### config.mk
export PLATFORM = sky130hd
export DESIGN_NAME = hex_ascii_to_word
export DESIGN_NICKNAME = d
export VERILOG_FILES = /design/src/rtl/hex_ascii_pkg.sv /design/src/rtl/ascii_hex_digit_decode.sv /design/src/rtl/hex_ascii_to_word.sv
export SDC_FILE = /design/constraint.sdc
export NUM_CORES = 1
export LEC_CHECK = 0
export CAP_MARGIN = 25
export CORE_MARGIN = 2
export CORE_UTILIZATION = 53
export DETAILED_ROUTE_END_ITERATION = 8
export GPL_TIMING_DRIVEN = 0
export PLACE_DENSITY = 0.78
export SLEW_MARGIN = 40
export SYNTH_ARGS = -nofsm -noshare
export SYNTH_HDL_FRONTEND = slang
export SYNTH_SLANG_ARGS = --single-unit
export TNS_END_PERCENT = 30
### constraint.sdc
create_clock -name clk -period 2.7 [get_ports clk]
set_input_delay 0.27 -clock clk [delete_from_list [all_inputs] [get_ports clk]]
set_output_delay 0.27 -clock clk [all_outputs]
set_load 0.01 [all_outputs]
### src/rtl/hex_ascii_pkg.sv
// Shared constants and types for the ASCII-hex token parser.
package hex_ascii_pkg;

    localparam logic [7:0] ASCII_CR = 8'h0D;
    localparam logic [7:0] ASCII_LF = 8'h0A;
    localparam logic [7:0] ASCII_SP = 8'h20;

    typedef enum logic [1:0] {StIdle, StAccum, StOut, StSkip} parser_state_e;

    typedef enum logic [1:0] {ClsDigit, ClsTerm, ClsBad} char_class_e;

endpackage

### src/rtl/ascii_hex_digit_decode.sv
// Classifies one ASCII character as hex digit, terminator or bad character.
// Define HEX_PARSER_LOWERCASE_EN to accept 'a'-'f' as digits.
module ascii_hex_digit_decode
    import hex_ascii_pkg::*;
(
    input  logic [7:0]  char_i,
    output char_class_e cls_o,
    output logic [3:0]  nib_o
);

    always_comb begin
        cls_o = ClsBad;
        nib_o = 4'd0;
        if (char_i >= 8'h30 && char_i <= 8'h39) begin
            cls_o = ClsDigit;
            nib_o = char_i[3:0];
        end else if (char_i >= 8'h41 && char_i <= 8'h46) begin
            cls_o = ClsDigit;
            nib_o = char_i[3:0] + 4'd9;
`ifdef HEX_PARSER_LOWERCASE_EN
        end else if (char_i >= 8'h61 && char_i <= 8'h66) begin
            cls_o = ClsDigit;
            nib_o = char_i[3:0] + 4'd9;
`else
`endif
        end else if (char_i == ASCII_CR || char_i == ASCII_LF || char_i == ASCII_SP) begin
            cls_o = ClsTerm;
        end
    end

endmodule

### src/rtl/hex_ascii_to_word.sv
// Parses a stream of ASCII hex characters into words emitted on a valid/ready port.
// Lowercase digit support is controlled by HEX_PARSER_LOWERCASE_EN (see decoder).
module hex_ascii_to_word
    import hex_ascii_pkg::*;
#(
    parameter int unsigned WIDTH      = 32,
    parameter int unsigned MAX_DIGITS = WIDTH / 4,
    localparam int unsigned CW        = $clog2(MAX_DIGITS + 1)
) (
    input  logic             clk,
    input  logic             reset,
    input  logic             in_valid,
    output logic             in_ready,
    input  logic [7:0]       in_char,
    output logic             out_valid,
    input  logic             out_ready,
    output logic [WIDTH-1:0] out_data,
    output logic [CW-1:0]    out_digits,
    output logic             err_badchar,
    output logic             err_ovf
);

    localparam logic [CW-1:0] MaxCnt = CW'(MAX_DIGITS);

    parser_state_e    state_q, state_d;
    logic [WIDTH-1:0] acc_q, acc_d;
    logic [CW-1:0]    count_q, count_d;
    logic [WIDTH-1:0] out_data_q, out_data_d;
    logic [CW-1:0]    out_digits_q, out_digits_d;
    logic             err_badchar_q, err_badchar_d;
    logic             err_ovf_q, err_ovf_d;

    char_class_e cls;
    logic [3:0]  nib;
    logic        accept;

    ascii_hex_digit_decode u_decode (
        .char_i (in_char),
        .cls_o  (cls),
        .nib_o  (nib)
    );

    assign out_valid   = (state_q == StOut);
    assign in_ready    = (state_q != StOut);
    assign accept      = in_valid & in_ready;
    assign out_data    = out_data_q;
    assign out_digits  = out_digits_q;
    assign err_badchar = err_badchar_q;
    assign err_ovf     = err_ovf_q;

    always_comb begin
        state_d       = state_q;
        acc_d         = acc_q;
        count_d       = count_q;
        out_data_d    = out_data_q;
        out_digits_d  = out_digits_q;
        err_badchar_d = 1'b0;
        err_ovf_d     = 1'b0;
        unique case (state_q)
            StIdle, StAccum: begin
                if (accept) begin
                    unique case (cls)
                        ClsDigit: begin
                            if (count_q == MaxCnt) begin
                                err_ovf_d = 1'b1;
                                state_d   = StSkip;
                                acc_d     = '0;
                                count_d   = '0;
                            end else begin
                                acc_d   = {acc_q[WIDTH-5:0], nib};
                                count_d = count_q + CW'(1);
                                state_d = StAccum;
                            end
                        end
                        ClsTerm: begin
                            // Empty tokens (repeated CR/LF/space) are swallowed.
                            if (count_q != '0) begin
                                state_d      = StOut;
                                out_data_d   = acc_q;
                                out_digits_d = count_q;
                            end
                        end
                        default: begin
                            err_badchar_d = 1'b1;
                            state_d       = StSkip;
                            acc_d         = '0;
                            count_d       = '0;
                        end
                    endcase
                end
            end
            StOut: begin
                if (out_ready) begin
                    state_d = StIdle;
                    acc_d   = '0;
                    count_d = '0;
                end
            end
            default: begin
                if (accept && cls == ClsTerm) begin
                    state_d = StIdle;
                end
            end
        endcase
    end

    always_ff @(posedge clk) begin
        if (reset) begin
            state_q       <= StIdle;
            acc_q         <= '0;
            count_q       <= '0;
            out_data_q    <= '0;
            out_digits_q  <= '0;
            err_badchar_q <= 1'b0;
            err_ovf_q     <= 1'b0;
        end else begin
            state_q       <= state_d;
            acc_q         <= acc_d;
            count_q       <= count_d;
            out_data_q    <= out_data_d;
            out_digits_q  <= out_digits_d;
            err_badchar_q <= err_badchar_d;
            err_ovf_q     <= err_ovf_d;
        end
    end

endmodule
==> results_dict.tcl, run 1 <==
set metrics [dict create \
    synth_top_cell_by_area "dfxtp_1" \
    grt_antenna_before_repair 0 \
    p_leak_uw 0.00136 \
    fin_tns_setup_ns 0 \
    synth.area.top_cells "dfxtp_1, a21oi_1, o31ai_1" \
    fp.coreArea_um2 6280 \
    p_seq_frac 0.477 \
    routed_via_density 6.21 \
    layout.nets 480 \
    synth_ff_type "dfxtp_1" \
    grt_max_degree 14 \
    cts_resized 0 \
    ys_ff_latch 76 \
    status "finished clean" \
    ys_seq_area_frac 0.449 \
    drtIter0Drc 268 \
    clkTransAtPathRegs_ns 0.08 \
    utilization 0.671 \
    io-pin-count 52 \
    worstPathArrival_ns 2.75 \
    rsz0062_at_grt "no" \
    cts_post_setup_buffers_inserted 0 \
    pwr-share-comb 0.097 \
    max_slew_margin 0.451 \
    io_buffer_count 49 \
    cts_tree "built" \
    hp-class "in -> reg" \
    clkSinkCount 76 \
    dp_hpwl_um 6000 \
    powerDensity_nw_per_um2 564 \
    worstSkewPairLatency_ns 0.36 \
    ir_drop_mv 0.417 \
    cp_data_required_time_ns 2.99 \
    period_share 0.913 \
    crit_type "in -> reg" \
    syn_nets 420 \
    drtAntennaViolNets 0 \
    dieArea_um2 7050 \
    tightest_slew_ns 0.819 \
    cap_viol_max_count 0 \
    start_kind "input port" \
    htree_levels 3 \
    via_count 3380 \
    cts_made_buffers 9 \
    slew_violations 0 \
    cts_hold_buf 0 \
    power.switching_uw 608 \
    gp_congestion 0.838 \
    drive_above_1_share 0.0857 \
    setup_viol 0 \
    period_needed_ns 2.47 \
    hold_viol 0 \
    drtPass1Iterations 5 \
    synth_edf_count 0 \
    fin_skew_ns 0.0113 \
    rows 29 \
    die_y_um 83.9 \
    synth_cell_type_count 44 \
    async_flop_share 0 \
    pre_cts_ws_ns -0.0698 \
    drt_wl_total_um 8750 \
    initial_core_util 0.540 \
    synth_area_um2 3390 \
    synth_warnings 0 \
    cts_max_path_buffers 2 \
    p_sw_frac 0.256 \
    syn_inst 402 \
    route.detailed.wl_per_inst_um 16.1 \
    synth_common_cells "dfxtp_1, a21oi_1, nand3_1, nand4_1, o31ai_1" \
    grt_overflow 0 \
    n_antenna_cell 0 \
    p_clk_frac 0.426 \
    max_freq_mhz 405 \
    crit_path_end_kind "flip-flop" \
    yosysMostFrequentCell "dfxtp_1" \
    yosys.area.top_type_share 0.449 \
    die_w_um 83.9 \
    grt_pass1_vias 3091 \
    cp_max_fo 10 \
    grt_usage 0.259 \
    cts-root-buf "clkbuf_8" \
    avgSynthCellArea_um2 8.43 \
    syn2layout_area_growth_pct 24.4 \
    post-route-drc-count 0 \
    grt_pass1_wl_um 14800 \
    intPower_uw 1770 \
    fin_ws_ns 0.234 \
]
==> state kept, by name (all words and copies together) (netlist names) <==
register     count
acc_q           32
out_data        32
count_q          4
out_digits       4
state_q          2
err_badchar      1
err_ovf          1
==> metal layers <==
layer | share of wire | vias to the layer above | track usage
li1 | - | 1607 | -
met1 | 0.45 | 1627 | 0.343
met2 | 0.47 | 126 | 0.409
met3 | 0.061 | 20 | 0.0554
met4 | 0.022 | 0 | 0.109
met5 | 0 | - | 0
==> power groups by stage <==
stage | clock, uW | sequential, uW | combinational [uW]
final | 1010 | 1130 | 231
after CTS | 1020 | 1130 | 226
after global placement | 0 | 1160 | 221
after detailed placement | 0 | 1160 | 224
after global routing | 1070 | 1130 | 252
after floorplan | 0 | 1160 | 147
==> layout make-up <==
class                   instances  area (um^2)
fillers                       517         2060
clock buffers                  11          151
repair buffers                 49          490
flip-flops and latches         76         1520
inverters                       8         30.0
plain buffers                  43          191
clock inverters                 5         82.6
multi-input cells             275         1650
well taps                      77         96.3
==> cell families (layout without fill, tap and decap cells) <==
family / count (synthesis) / in the layout / share of synthesized area
fa+ha+maj: 6 / 6 / 0.0222
buf+inv: 51 / 116 / 0.0654
mux: 2 / 2 / 0.00665
compound gates: 122 / 122 / 0.219
flops: 76 / 76 / 0.449
simple gates: 144 / 144 / 0.235
xor+xnor: 1 / 1 / 0.00259
==> path summary, 6_finish.rpt <==
path                           start                      to  slack (ns)  cells after the start
max reg2reg  state_q[1]$_SDFFE_PP0P_  acc_q[25]$_SDFFE_PP0P_        0.47                      7
min                       in_char[3]   acc_q[3]$_SDFFE_PP0P_        0.38                      5
min reg2reg   acc_q[29]$_SDFFE_PP0P_  acc_q[29]$_SDFFE_PP0P_        0.46                      2
max                       in_char[0]  acc_q[19]$_SDFFE_PP0P_        0.23                     10
==> critical path, cell delays in order <==
cell	delay [ns]
clkdlybuf4s50_1	0.58
inv_1	0.10
ha_1	0.23
and4bb_2	0.27
a311oi_1	0.34
or2_2	0.18
buf_2	0.20
buf_2	0.25
nand3_1	0.15
a21oi_1	0.18
==> stage by stage <==
step	std cells	hold WS, ns	total power [uW]	cell area (um^2)
2_1_floorplan	402	0.432	1300	3390
3_3_place_gp	528	0.441	1380	3970
3_5_place_dp	528	0.445	1380	3980
4_1_cts	544	0.374	2380	4210
5_1_grt	544	0.416	2450	4210
6_report	544	0.384	2380	4210
==> cell usage in the layout (no fill, tap or decap), types with 3 or more instances in the layout <==
cell and count:
inv_1 8, nand3_1 39, nor3b_1 3, nand4_1 35
nor2b_1 4, ha_1 6, clkbuf_8 11, nor2_1 3
clkdlybuf4s50_1 49, and3_1 3, a21oi_1 71, nand2_1 34
buf_1 6, clkbuf_1 23, o22ai_1 4, o31ai_1 35
buf_2 11, nor3_1 3, dfxtp_1 76, nand2b_1 6
(Power assumes the default switching activity.)
==> inputs of run 2 (changes only) <==
--- a/config.mk
+++ b/config.mk
@@ -11,6 +11,7 @@
 export DETAILED_ROUTE_END_ITERATION = 8
 export GPL_TIMING_DRIVEN = 0
 export PLACE_DENSITY = 0.78
+export RECOVER_POWER = 25
 export SLEW_MARGIN = 40
 export SYNTH_ARGS = -nofsm -noshare
 export SYNTH_HDL_FRONTEND = slang
==> results_dict.tcl, run 2 (same netlist as run 1, synthesis figures left out) <==
set metrics [dict create \
    met3_length_um 509 \
    dieArea_um2 7050 \
    start_kind "input port" \
    reg2reg_slack_ns 0.48 \
    met1_length_um 3920 \
    grt_usage 0.259 \
    multi_input_area_um2 1650 \
    powerDensity_nw_per_um2 564 \
    clkTransAtPathRegs_ns 0.08 \
    cts_max_path_buffers 2 \
    ir_drop_mv 0.418 \
    hold_viol 0 \
    p_leak_uw 0.00147 \
    cp_max_fo 10 \
    worstSkewPairLatency_ns 0.36 \
    drtAntennaViolNets 0 \
    grt_pass1_vias 3091 \
    cts_made_buffers 9 \
    grt_pass1_wl_um 14800 \
    fp.coreArea_um2 6280 \
    cap_viol_max_count 0 \
    syn2layout_area_growth_pct 24.4 \
    cts_post_setup_buffers_inserted 0 \
    htree_levels 3 \
    final_common_cell "dfxtp_1" \
    cts-root-buf "clkbuf_8" \
    io-pin-count 52 \
    grt_overflow 0 \
    tightest_slew_ns 0.810 \
    fill_cells 517 \
    drtPass1Iterations 5 \
    crit_type "in -> reg" \
    max_freq_mhz 405 \
    route.detailed.wl_per_inst_um 16.0 \
    highest_layer "met4" \
    via_count 3368 \
    stdcell_count 544 \
    drtIter0Drc 258 \
    hp-class "in -> reg" \
    pre_cts_ws_ns -0.0698 \
    gp_congestion 0.838 \
    setup_viol 0 \
    grt_antenna_before_repair 0 \
    period_share 0.913 \
    slew_violations 0 \
    worstPathArrival_ns 2.75 \
    drt_wl_total_um 8720 \
    n_antenna_cell 0 \
    layout.nets 480 \
    rsz0062_at_grt "no" \
    crit_start "in_char[0]" \
    cp_data_required_time_ns 2.99 \
    post-route-drc-count 0 \
    die_w_um 83.9 \
    max_slew_margin 0.458 \
    period_needed_ns 2.47 \
    worstReg2RegStart "state_q[1]$_SDFFE_PP0P_" \
    status "finished clean" \
    cts_hold_buf 0 \
    dp_hpwl_um 6000 \
    mostFrequentLayoutCells "dfxtp_1, a21oi_1, nand3_1" \
    rows 29 \
    initial_core_util 0.540 \
    grt_max_degree 14 \
    cts_tree "built" \
    die_y_um 83.9 \
    clkSinkCount 76 \
    fin_ws_ns 0.234 \
    place_inst 528 \
    seqCellArea_um2 1520 \
    crit_path_end_kind "flip-flop" \
    io_buffer_count 49 \
    hp-start "in_char[3]" \
    cts_resized 0 \
    drive_above_1_share 0.0857 \
    routed_via_density 6.19 \
    fin_skew_ns 0.0108 \
    dr_wl_met2_um 4130 \
]
run 2: power by group:
part | internal [uW] | total, uW | switching, uW
Sequential | 1130 | 1130 | 6.19
Combinational | 66.9 | 230 | 163
Clock | 574 | 1010 | 438
run 2: per-stage QoR:
step | util | total power, uW | cell area [um^2] | hold slack [ns] | setup TNS, ns
finish | 0.671 | 2370 | 4210 | 0.385 | 0
floorplan | - | 1300 | 3390 | 0.432 | 0
detailed placement | 0.634 | 1380 | 3980 | 0.445 | -1.06
CTS | 0.671 | 2380 | 4210 | 0.374 | 0
global placement | 0.633 | 1380 | 3970 | 0.441 | 0
global route | 0.671 | 2450 | 4210 | 0.416 | 0
run 2: final timing paths:
path	depth (start not counted)	to
setup / recovery	10	acc_q[19]$_SDFFE_PP0P_
hold / removal	5	acc_q[3]$_SDFFE_PP0P_
setup reg to reg	7	acc_q[25]$_SDFFE_PP0P_
hold reg to reg	2	acc_q[28]$_SDFFE_PP0P_
run 2: layer usage:
metal / up-vias / global-route usage
met4: 0 / 0.109
met2: 123 / 0.409
met5: - / 0
met1: 1615 / 0.343
li1: 1612 / -
met3: 18 / 0.0554
run 2: layout make-up:
class	count	share of cell area
repair buffers	49	0.116
multi-input cells	275	0.391
flip-flops and latches	76	0.361
plain buffers	43	0.0454
clock inverters	5	0.0196
inverters	8	0.00713
clock buffers	11	0.0359
well taps	77	0.0229
run 2: critical path: stages:
cell	delay (ns)
clkdlybuf4s50_1	0.58
inv_1	0.10
ha_1	0.23
and4bb_2	0.27
a311oi_1	0.34
or2_2	0.18
buf_2	0.20
buf_2	0.24
nand3_1	0.15
a21oi_1	0.18
==> inputs of run 3 (changes only) <==
--- a/config.mk
+++ b/config.mk
@@ -6,9 +6,12 @@
 export NUM_CORES = 1
 export LEC_CHECK = 0
 export CAP_MARGIN = 25
+export CELL_PAD_IN_SITES_DETAIL_PLACEMENT = 0
+export CELL_PAD_IN_SITES_GLOBAL_PLACEMENT = 1
 export CORE_MARGIN = 2
-export CORE_UTILIZATION = 53
+export CORE_UTILIZATION = 47
 export DETAILED_ROUTE_END_ITERATION = 8
+export DONT_BUFFER_PORTS = 1
 export GPL_TIMING_DRIVEN = 0
 export PLACE_DENSITY = 0.78
 export RECOVER_POWER = 25
==> results_dict.tcl, run 3 (same netlist as run 1, synthesis figures left out) <==
set metrics [dict create \
    cts_hold_buf 0 \
    fin_ws_ns 0.436 \
    gp_congestion 0.844 \
    worstReg2RegStart "state_q[1]$_SDFFE_PP0P_" \
    cap_viol_max_count 0 \
    clkSinkCount 76 \
    grt_antenna_before_repair 0 \
    fin_skew_ns 0.0131 \
    cp_max_fo 10 \
    io-pin-count 52 \
    crit_buf_inv 2 \
    dieArea_um2 7900 \
    powerDensity_nw_per_um2 617 \
    p_leak_uw 0.00118 \
    dp_hpwl_um 6040 \
    grt_max_degree 13 \
    pre_cts_ws_ns 0.459 \
    hold_viol 0 \
    clkTransAtPathRegs_ns 0.07 \
    rr_endpoint "acc_q[8]$_SDFFE_PP0P_" \
    die_w_um 88.9 \
    fp.coreArea_um2 6870 \
    cts_resized 0 \
    critPathTopFamily "simple AND/OR/NAND/NOR gates" \
    worstPathArrival_ns 2.54 \
    routed_via_density 6.01 \
    worstSkewPairLatency_ns 0.36 \
    grt_overflow 0 \
    cts_post_setup_buffers_inserted 0 \
    drtAntennaViolNets 0 \
    cts_max_path_buffers 2 \
    drtPass1Iterations 6 \
    whs_path_depth 2 \
    slew_violations 0 \
    syn2layout_area_growth_pct 10.0 \
    reg2reg_slack_ns 0.44 \
    stdcell_count 513 \
    io_buffer_count 0 \
    initial_core_util 0.493 \
    place_inst 498 \
    period_share 0.839 \
    cts_made_buffers 9 \
    setup_viol 0 \
    period_needed_ns 2.26 \
    crit_type "reg -> reg" \
    hold_end "state_q[0]$_SDFFE_PP0P_" \
    reg2reg_depth 7 \
    via_count 3084 \
    tightest_slew_ns 0.736 \
    hp-class "in -> reg" \
    final_common_cell "dfxtp_1" \
    n_antenna_cell 0 \
    layout.nets 431 \
    grt_pass1_wl_um 14100 \
    hp-start "in_valid" \
    grt_usage 0.234 \
    grt_pass1_vias 2666 \
    max_freq_mhz 442 \
    rows 30 \
    critical_path.max_stage_delay_ns 0.57 \
    place_area_um2 3510 \
    post-route-drc-count 0 \
    worstPathCellList "nand2b_1 -> clkbuf_2 -> o22ai_1 -> nor2_1 -> clkbuf_1 -> nand2_1 -> a21oi_1" \
    mostFrequentLayoutCells "dfxtp_1, a21oi_1, nand3_1" \
    htree_levels 3 \
    crit_path_end_kind "flip-flop" \
    fin_tns_setup_ns 0 \
    route.detailed.wl_per_inst_um 17.5 \
    cts-root-buf "clkbuf_8" \
    die_y_um 88.9 \
    power.total_uw 2300 \
    ir_drop_mv 0.369 \
    status "finished clean" \
    drive_above_1_share 0.0911 \
    rsz0062_at_grt "no" \
    start_kind "flip-flop" \
    drt_wl_total_um 8960 \
    final_area_um2 3730 \
    drtIter0Drc 162 \
    max_slew_margin 0.507 \
    cts_tree "built" \
    crit_slowest_cell "nor2_1" \
    cp_data_required_time_ns 2.98 \
]
[run 3: metrics by stage]
step,hold WS [ns],utilization
after global placement,0.440,0.511
after global routing,0.142,0.543
final,0.134,0.543
after floorplan,0.432,-
after CTS,0.131,0.543
after detailed placement,0.444,0.511
[run 3: how the worst max path moves through the flow]
stage	from	endpoint	slack (ns)	cells past startpoint
4_1_cts	state_q[1]$_SDFFE_PP0P_	acc_q[12]$_SDFFE_PP0P_	0.45	7
2_1_floorplan	in_char[1]	count_q[2]$_SDFFE_PP0P_	0.75	8
3_5_place_dp	state_q[1]$_SDFFE_PP0P_	acc_q[12]$_SDFFE_PP0P_	0.46	7
5_1_grt	state_q[1]$_SDFFE_PP0P_	acc_q[8]$_SDFFE_PP0P_	0.21	7
3_3_place_gp	count_q[0]$_SDFFE_PP0P_	out_data[16]$_SDFFE_PP0P_	0.18	6
6_report	state_q[1]$_SDFFE_PP0P_	acc_q[8]$_SDFFE_PP0P_	0.44	7
[run 3: final cells by class]
cell class / instances / area (um^2)
clock inverters: 4 / 73.8
clock buffers: 11 / 141
inverters: 8 / 30.0
well taps: 96 / 120
flip-flops and latches: 76 / 1520
plain buffers: 43 / 191
fillers: 692 / 3140
multi-input cells: 275 / 1650
[run 3: worst register-to-register path: cells and delay by family (launching register included)]
family / cells / cell delay (ns)
buffers and inverters: 2 / 0.70
AO/OA/AOI/OAI: 2 / 0.27
AND/OR/NAND/NOR: 3 / 0.81
flip-flops: 1 / 0.43
[run 3: per-layer routing]
| metal | global-route usage | share of wire | wire (um) |
|---|---|---|---|
| met5 | 0 | 0 | 0 |
| met4 | 0.0702 | 0.012 | 111 |
| met3 | 0.0526 | 0.063 | 568 |
| met2 | 0.345 | 0.45 | 3990 |
| met1 | 0.343 | 0.48 | 4290 |
[run 3: where the power goes]
part           internal, uW  total (uW)  leakage [uW]  switching [uW]
registers              1130        1130      0.000613            7.57
logic                  49.1         206      0.000459             157
clock network           541         960      0.000109             419
